$ cat config.mk
export PLATFORM = sky130hd
export DESIGN_NAME = piece_move_ctrl
export DESIGN_NICKNAME = d
export VERILOG_FILES = /design/src/rtl/piece_move_ctrl.sv
export SDC_FILE = /design/constraint.sdc
export NUM_CORES = 1
export LEC_CHECK = 0
export BUFFER_PORTS_ARGS = -buffer_cell sky130_fd_sc_hd__buf_2
export CORE_MARGIN = 2
export CORE_UTILIZATION = 45
export DETAILED_ROUTE_END_ITERATION = 10
export PLACE_DENSITY = 0.74
export SYNTH_ARGS = -nofsm -noshare
export SYNTH_HDL_FRONTEND = slang
export SYNTH_SLANG_ARGS = --single-unit
$ cat constraint.sdc
create_clock -name clock -period 3.25 [get_ports clock]
set_clock_uncertainty 0.2 [all_clocks]
set_input_delay 0.4875 -clock clock [delete_from_list [all_inputs] [get_ports clock]]
set_output_delay 0.4875 -clock clock [all_outputs]
set_load 0.1 [all_outputs]
$ cat src/rtl/piece_move_ctrl.sv
// Active-piece sequencer for a WxW play field: moves, rotation,
// gravity, hard drop, locking into the background and row clearing.
module piece_move_ctrl #(
  parameter int W  = 12,
  parameter int CW = 8
) (
  input  logic             clock,
  input  logic             reset_n,
  input  logic             spawn,
  input  logic [W*W-1:0]   spawn_sqs,
  input  logic [9:0]       spawn_center,
  input  logic             req_left,
  input  logic             req_right,
  input  logic             req_rot,
  input  logic             req_drop,
  input  logic             tick,
  input  logic [W*W-1:0]   rot_sqs,
  input  logic             rot_ok,
  output logic [W*W-1:0]   cur_sqs,
  output logic [9:0]       center,
  output logic [W*W-1:0]   bg,
  output logic             busy,
  output logic             locked,
  output logic             game_over,
  output logic [CW-1:0]    lines_cleared
);

  localparam int N  = W * W;
  localparam int PW = $clog2(W);

  typedef enum logic [2:0] {
    S_IDLE, S_SPAWN, S_ACTIVE, S_DROP,
    S_LOCK, S_CLEAR, S_OVER
  } state_t;

  function automatic logic [N-1:0] col_mask(input int c);
    logic [N-1:0] m;
    m = '0;
    for (int r = 0; r < W; r++) m[r*W+c] = 1'b1;
    return m;
  endfunction

  localparam logic [N-1:0] COL_L = col_mask(0);
  localparam logic [N-1:0] COL_R = col_mask(W-1);
  localparam logic [N-1:0] ROW_B = {{W{1'b1}}, {(N-W){1'b0}}};

  // pending bit order: 4 drop, 3 tick, 2 rot, 1 left, 0 right
  state_t          r_state;
  logic [N-1:0]    r_cur;
  logic [N-1:0]    r_bg;
  logic [9:0]      r_ctr;
  logic [4:0]      r_pend;
  logic [PW-1:0]   r_ptr;
  logic            r_locked;
  logic            r_over;
  logic [CW-1:0]   r_lines;

  logic [4:0]      w_req;
  logic [4:0]      w_clr;
  logic            w_mv_l;
  logic            w_mv_r;
  logic            w_mv_d;
  logic            w_full;
  logic [N-1:0]    w_shift;

  assign w_req  = {req_drop, tick, req_rot, req_left, req_right};
  assign w_mv_l = ~|(r_cur & COL_L) && ~|((r_cur >> 1) & r_bg);
  assign w_mv_r = ~|(r_cur & COL_R) && ~|((r_cur << 1) & r_bg);
  assign w_mv_d = ~|(r_cur & ROW_B) && ~|((r_cur << W) & r_bg);
  assign w_full = &r_bg[int'(r_ptr)*W +: W];

  always_comb begin
    w_shift = r_bg;
    for (int r = 0; r < W; r++) begin
      if (r <= int'(r_ptr)) begin
        if (r == 0) w_shift[r*W +: W] = '0;
        else        w_shift[r*W +: W] = r_bg[(r-1)*W +: W];
      end
    end
  end

  always_comb begin
    w_clr = '0;
    if (r_state == S_LOCK) begin
      w_clr = '1;
    end else if (r_state == S_ACTIVE) begin
      if      (r_pend[4]) w_clr[4] = 1'b1;
      else if (r_pend[3]) w_clr[3] = 1'b1;
      else if (r_pend[2]) w_clr[2] = 1'b1;
      else if (r_pend[1]) w_clr[1] = 1'b1;
      else if (r_pend[0]) w_clr[0] = 1'b1;
    end
  end

  always_ff @(posedge clock or negedge reset_n) begin
    if (!reset_n) begin
      r_state  <= S_IDLE;
      r_cur    <= '0;
      r_bg     <= '0;
      r_ctr    <= '0;
      r_pend   <= '0;
      r_ptr    <= '0;
      r_locked <= 1'b0;
      r_over   <= 1'b0;
      r_lines  <= '0;
    end else begin
      r_locked <= 1'b0;
      if (r_state != S_IDLE && r_state != S_OVER)
        r_pend <= (r_pend & ~w_clr) | w_req;
      unique case (r_state)
        S_IDLE: begin
          if (spawn) begin
            r_cur   <= spawn_sqs;
            r_ctr   <= spawn_center;
            r_state <= S_SPAWN;
          end
        end
        S_SPAWN: begin
          if (|(r_cur & r_bg)) begin
            r_over  <= 1'b1;
            r_state <= S_OVER;
          end else begin
            r_state <= S_ACTIVE;
          end
        end
        S_ACTIVE: begin
          if (r_pend[4]) begin
            r_state <= S_DROP;
          end else if (r_pend[3]) begin
            if (w_mv_d) begin
              r_cur <= r_cur << W;
              r_ctr <= r_ctr + 10'(W);
            end else begin
              r_state <= S_LOCK;
            end
          end else if (r_pend[2]) begin
            if (rot_ok) r_cur <= rot_sqs;
          end else if (r_pend[1]) begin
            if (w_mv_l) begin
              r_cur <= r_cur >> 1;
              r_ctr <= r_ctr - 10'd1;
            end
          end else if (r_pend[0]) begin
            if (w_mv_r) begin
              r_cur <= r_cur << 1;
              r_ctr <= r_ctr + 10'd1;
            end
          end
        end
        S_DROP: begin
          if (w_mv_d) begin
            r_cur <= r_cur << W;
            r_ctr <= r_ctr + 10'(W);
          end else begin
            r_state <= S_LOCK;
          end
        end
        S_LOCK: begin
          r_bg     <= r_bg | r_cur;
          r_cur    <= '0;
          r_locked <= 1'b1;
          r_ptr    <= PW'(W-1);
          r_state  <= S_CLEAR;
        end
        S_CLEAR: begin
          if (w_full) begin
            r_bg    <= w_shift;
            r_lines <= r_lines + 1'b1;
          end else if (r_ptr == '0) begin
            r_state <= S_IDLE;
          end else begin
            r_ptr <= r_ptr - 1'b1;
          end
        end
        S_OVER: ;
        default: r_state <= S_IDLE;
      endcase
    end
  end

  assign cur_sqs       = r_cur;
  assign center        = r_ctr;
  assign bg            = r_bg;
  assign locked        = r_locked;
  assign game_over     = r_over;
  assign lines_cleared = r_lines;
  assign busy          = (r_state == S_SPAWN) || (r_state == S_DROP)
                      || (r_state == S_LOCK)  || (r_state == S_CLEAR);

endmodule

==> impl_metrics.json, run 1 <==
{
  "outcome": "aborted with a tool error",
  "lastStage": "global routing (5_1_grt)",
  "error_line": "[ERROR GRT-0116] Global routing finished with congestion. Check the congestion regions in the DRC Viewer.",
  "ios": 616,
  "synth_edf_count": 0,
  "yosys_register_bits": 320,
  "chipWidth_um": 244.5,
  "syn_area_mm2": 0.02602,
  "cts_root_buf": "clkbuf_16",
  "ys_types": 65,
  "syn_avg_cell_area_um2": 7.819,
  "numClockSinks": 320,
  "synth_largest_area_cell": "dfrtp_1",
  "hpwl_mm": 158.2,
  "clk_path_buf_depth": 3,
  "gp_congestion": 1.229,
  "grt_pass1_vias": 43550,
  "cts.htree.levels": 2,
  "rows": 88,
  "cts-buffers-inserted": 38,
  "grt_max_degree": 146,
  "ys_async_sr_fraction_pct": 100.0,
  "seq_area_frac_synth_pct": 30.77,
  "die_h_um": 244.5,
  "grt.total_usage_pct": 77.83,
  "grt_pass1_wl_mm": 330.7,
  "netlist.area_leader.share_pct": 30.77,
  "synthFlopType": "dfrtp_1",
  "synthesis.nets": 3651,
  "synthTopCellsByArea": "dfrtp_1, a21oi_1, mux2_2",
  "synth_warnings": 0,
  "overflow": 1,
  "synthCells": 3328,
  "portBuffers": 615,
  "start_util_pct": 45.27
}
## synth_stat cells, types with 11 or more instances
library cell	n
a21oi_1	385
o21ai_0	286
nor2_1	212
nor4_1	15
nand2_1	329
dfrtp_1	320
mux2i_1	16
buf_4	11
inv_1	153
a31oi_1	132
a22o_1	91
a211oi_1	154
o22a_1	121
mux4_2	15
nand4_1	52
buf_1	16
ha_1	15
a2bb2oi_1	13
o22ai_1	155
a221oi_1	106
a22oi_1	116
mux2_2	143
nand3_1	33
a21boi_0	11
buf_2	45
xnor2_1	11
clkbuf_1	261
## repair_timing
item	4_1_cts
buffers inserted	50
gates cloned	56
resized for setup	459
hold buffers	7
pin swaps	173
endpoints found under the hold margin	63
setup endpoints to repair	311
## metrics by stage
step	utilization [%]	cells	setup WS, ns	area (µm²)
floorplan	-	3328	-0.05137	26420
global placement	61.99	5149	-0.6518	35630
detailed placement	61.99	5149	-0.6806	35630
CTS	71.34	5324	-0.4209	41000
## metal layers
layer | GRT overflow | GRT usage [%]
met1 | 0 | 81.09
met2 | 1 | 94.41
met3 | 0 | 61.47
met4 | 0 | 73.60
met5 | 0 | 18.63
## cell families after synthesis
family	count (synthesis)	synth area share (%)
flip-flops	320	30.77
adder cells (fa/ha/maj)	16	0.7982
AO/OA/AOI/OAI	1618	40.62
buffers and inverters	497	7.833
XOR/XNOR	15	0.5049
AND/OR/NAND/NOR	688	11.37
multiplexers	174	8.102
==> run 2: changes to the inputs <==
CORE_UTILIZATION = 30   (was 45)
PLACE_DENSITY = default   (was 0.74)
PLACE_DENSITY_LB_ADDON = 0.15   (was default)
clock period = 4.2 ns   (was 3.25 ns; I/O delays follow)
==> run 2 against run 1 <==
  * The flow now finishes, with violations (setup timing)
  * Synthesized cell count unchanged
  * Synthesized area did not move
==> impl_metrics.json, run 2 <==
{
  "outcome": "complete, but fails checks",
  "violations": "setup timing",
  "syn_avg_cell_area_um2": 7.819,
  "numClockSinks": 320,
  "fin_crit_sh_pct": 102.6,
  "portBuffers": 615,
  "layout_commonest_cell": "buf_2",
  "synthCells": 3328,
  "finalWorstSetupSlack_ns": -0.1076,
  "cts.htree.levels": 2,
  "required_ns": 4.46,
  "vias_per_cell": 6.722,
  "layout_common_cells": "buf_2, buf_4, a21oi_1",
  "synth_most_common_cell": "a21oi_1",
  "wirelength_mm": 219.9,
  "synthFlopType": "dfrtp_1",
  "yosys_register_bits": 320,
  "netlist.area_leader.share_pct": 30.77,
  "ios": 616,
  "ys_async_sr_fraction_pct": 100.0,
  "cts-buffers-inserted": 42,
  "grt_max_degree": 140,
  "clk_path_buf_depth": 3,
  "synthTopCellsByArea": "dfrtp_1, a21oi_1, mux2_2",
  "firstDrtPassIters": 7,
  "start_util_pct": 30.14,
  "tritoncts": "built",
  "die_h_um": 298.5,
  "cts_root_buf": "clkbuf_16",
  "core_mm2": 0.08635,
  "grt.total_usage_pct": 47.53,
  "final_nets": 4460,
  "grt_pass1_wl_mm": 294.7,
  "drive_gt1_share_pct": 32.54,
  "setup_violations": 49,
  "drc": 0,
  "hpwl_mm": 170.8,
  "end_kind": "flop",
  "wl_per_cell_um": 41.21,
  "slew_viol_final": 0,
  "cp-start-kind": "flop",
  "synth_largest_area_cell": "dfrtp_1",
  "cts_setup_buffers": 0,
  "gp_congestion": 1.166,
  "ys_types": 65,
  "syn_area_mm2": 0.02602,
  "max_clock_freq_mhz": 232.2,
  "drtIter0Drc": 5273,
  "worstMarginPinSlew_ns": 1.198,
  "overflow": 0,
  "clkSlewWorstSetupHoldPaths_ns": 0.06,
  "clkLatencyLatePin_ns": 0.61,
  "hold_violations": 0,
  "rows": 108,
  "maxCapViolations": 0,
  "reg2reg_depth": 9,
  "min_path_type": "in2reg",
  "arrival_ns": 4.57,
  "grt_pass1_vias": 33450,
  "synthesis.nets": 3651,
  "num_vias": 35860,
  "final_core_util_pct": 40.34,
  "critPathMaxFanout": 7,
  "die_area_mm2": 0.08911,
  "rsz0062_at_grt": "no",
  "nFillCells": 9130,
  "chipWidth_um": 298.5,
  "synth_edf_count": 0,
  "antenna_left": 0,
  "whs_ns": 0.05796,
  "grt_antenna_before_repair": 22,
  "seq_area_frac_synth_pct": 30.77,
  "critPathKind": "reg2reg",
  "period_minus_slack_ns": 4.308,
  "syn_to_final_growth_pct": 33.85,
  "synth_warnings": 0,
  "slew_headroom_pct": 20.10,
  "synth_commonest_cells": "a21oi_1, nand2_1, dfrtp_1, o21ai_0, clkbuf_1",
  "hold_depth": 2
}
run 2: timing repair:
item	CTS	global route
endpoints found under the setup margin	0	152
hold buffers	1	0
endpoints found under the hold margin	75	0
resized for setup	0	3
run 2: worst max-delay path, stage by stage, from the launching register on:
cell	delay [ns]
dfrtp_1	0.68
a22oi_2	0.40
nand4_1	0.36
or4_1	0.65
or4_1	0.56
nor4_4	0.37
buf_4	0.23
a41oi_1	0.11
a2111oi_0	0.44
o22ai_1	0.14
run 2: stage by stage:
stage	instances	TNS [ns]	cell area [µm²]	setup WS, ns
5_1_grt	5324	0	34800	0.008057
4_1_cts	5322	0	34780	0.06239
3_3_place_gp	5247	-0.01310	33370	-0.01310
2_1_floorplan	3328	0	26020	0.6274
3_5_place_dp	5247	0	33370	0.09480
6_report	5335	-0.9828	34830	-0.1076
run 2: per-layer routing:
layer,track usage [%],wire [µm],share of wire [%]
met2,68.36,90540,41
met3,15.24,25730,12
met4,29.92,16920,7.7
met1,61.36,86520,39
met5,0.4762,184,0.084
run 2: final timing paths:
path	start	to	slack (ns)
worst max-delay path	cur_sqs[11]$_DFFE_PN0P_	center[9]$_DFFE_PN0P_	-0.11
worst min-delay path	req_left	r_pend[1]$_DFFE_PN0P_	0.06
min in group asynchronous	reset_n	cur_sqs[66]$_DFFE_PN0P_	0.51
worst max register to register	cur_sqs[11]$_DFFE_PN0P_	center[9]$_DFFE_PN0P_	-0.11
worst min register to register	game_over$_DFFE_PN0P_	game_over$_DFFE_PN0P_	0.28
max in group asynchronous	reset_n	cur_sqs[44]$_DFFE_PN0P_	2.32
run 2: logic make-up after synthesis:
kind of cell / Yosys count / synth area share, %
fa+ha+maj: 16 / 0.7982
compound gates: 1618 / 40.62
xor+xnor: 15 / 0.5049
flops: 320 / 30.77
simple gates: 688 / 11.37
mux: 174 / 8.102
buf+inv: 497 / 7.833
run 2: cell type report:
cell class | count | area [µm²] | share of cell area [%]
diodes | 13 | 32.53 | 0.09340
clock buffers | 58 | 1212 | 3.481
clock inverters | 16 | 191.4 | 0.5496
inverters | 154 | 578.1 | 1.660
multi-input cells | 2511 | 16060 | 46.10
flip-flops and latches | 320 | 8020 | 23.03
well taps | 1155 | 1445 | 4.149
repair buffers | 1108 | 7292 | 20.94
Power of run 2 is left out: the tool's default activity adds up to more than one toggle a clock period on the data nets, which glitch-free logic cannot reach.
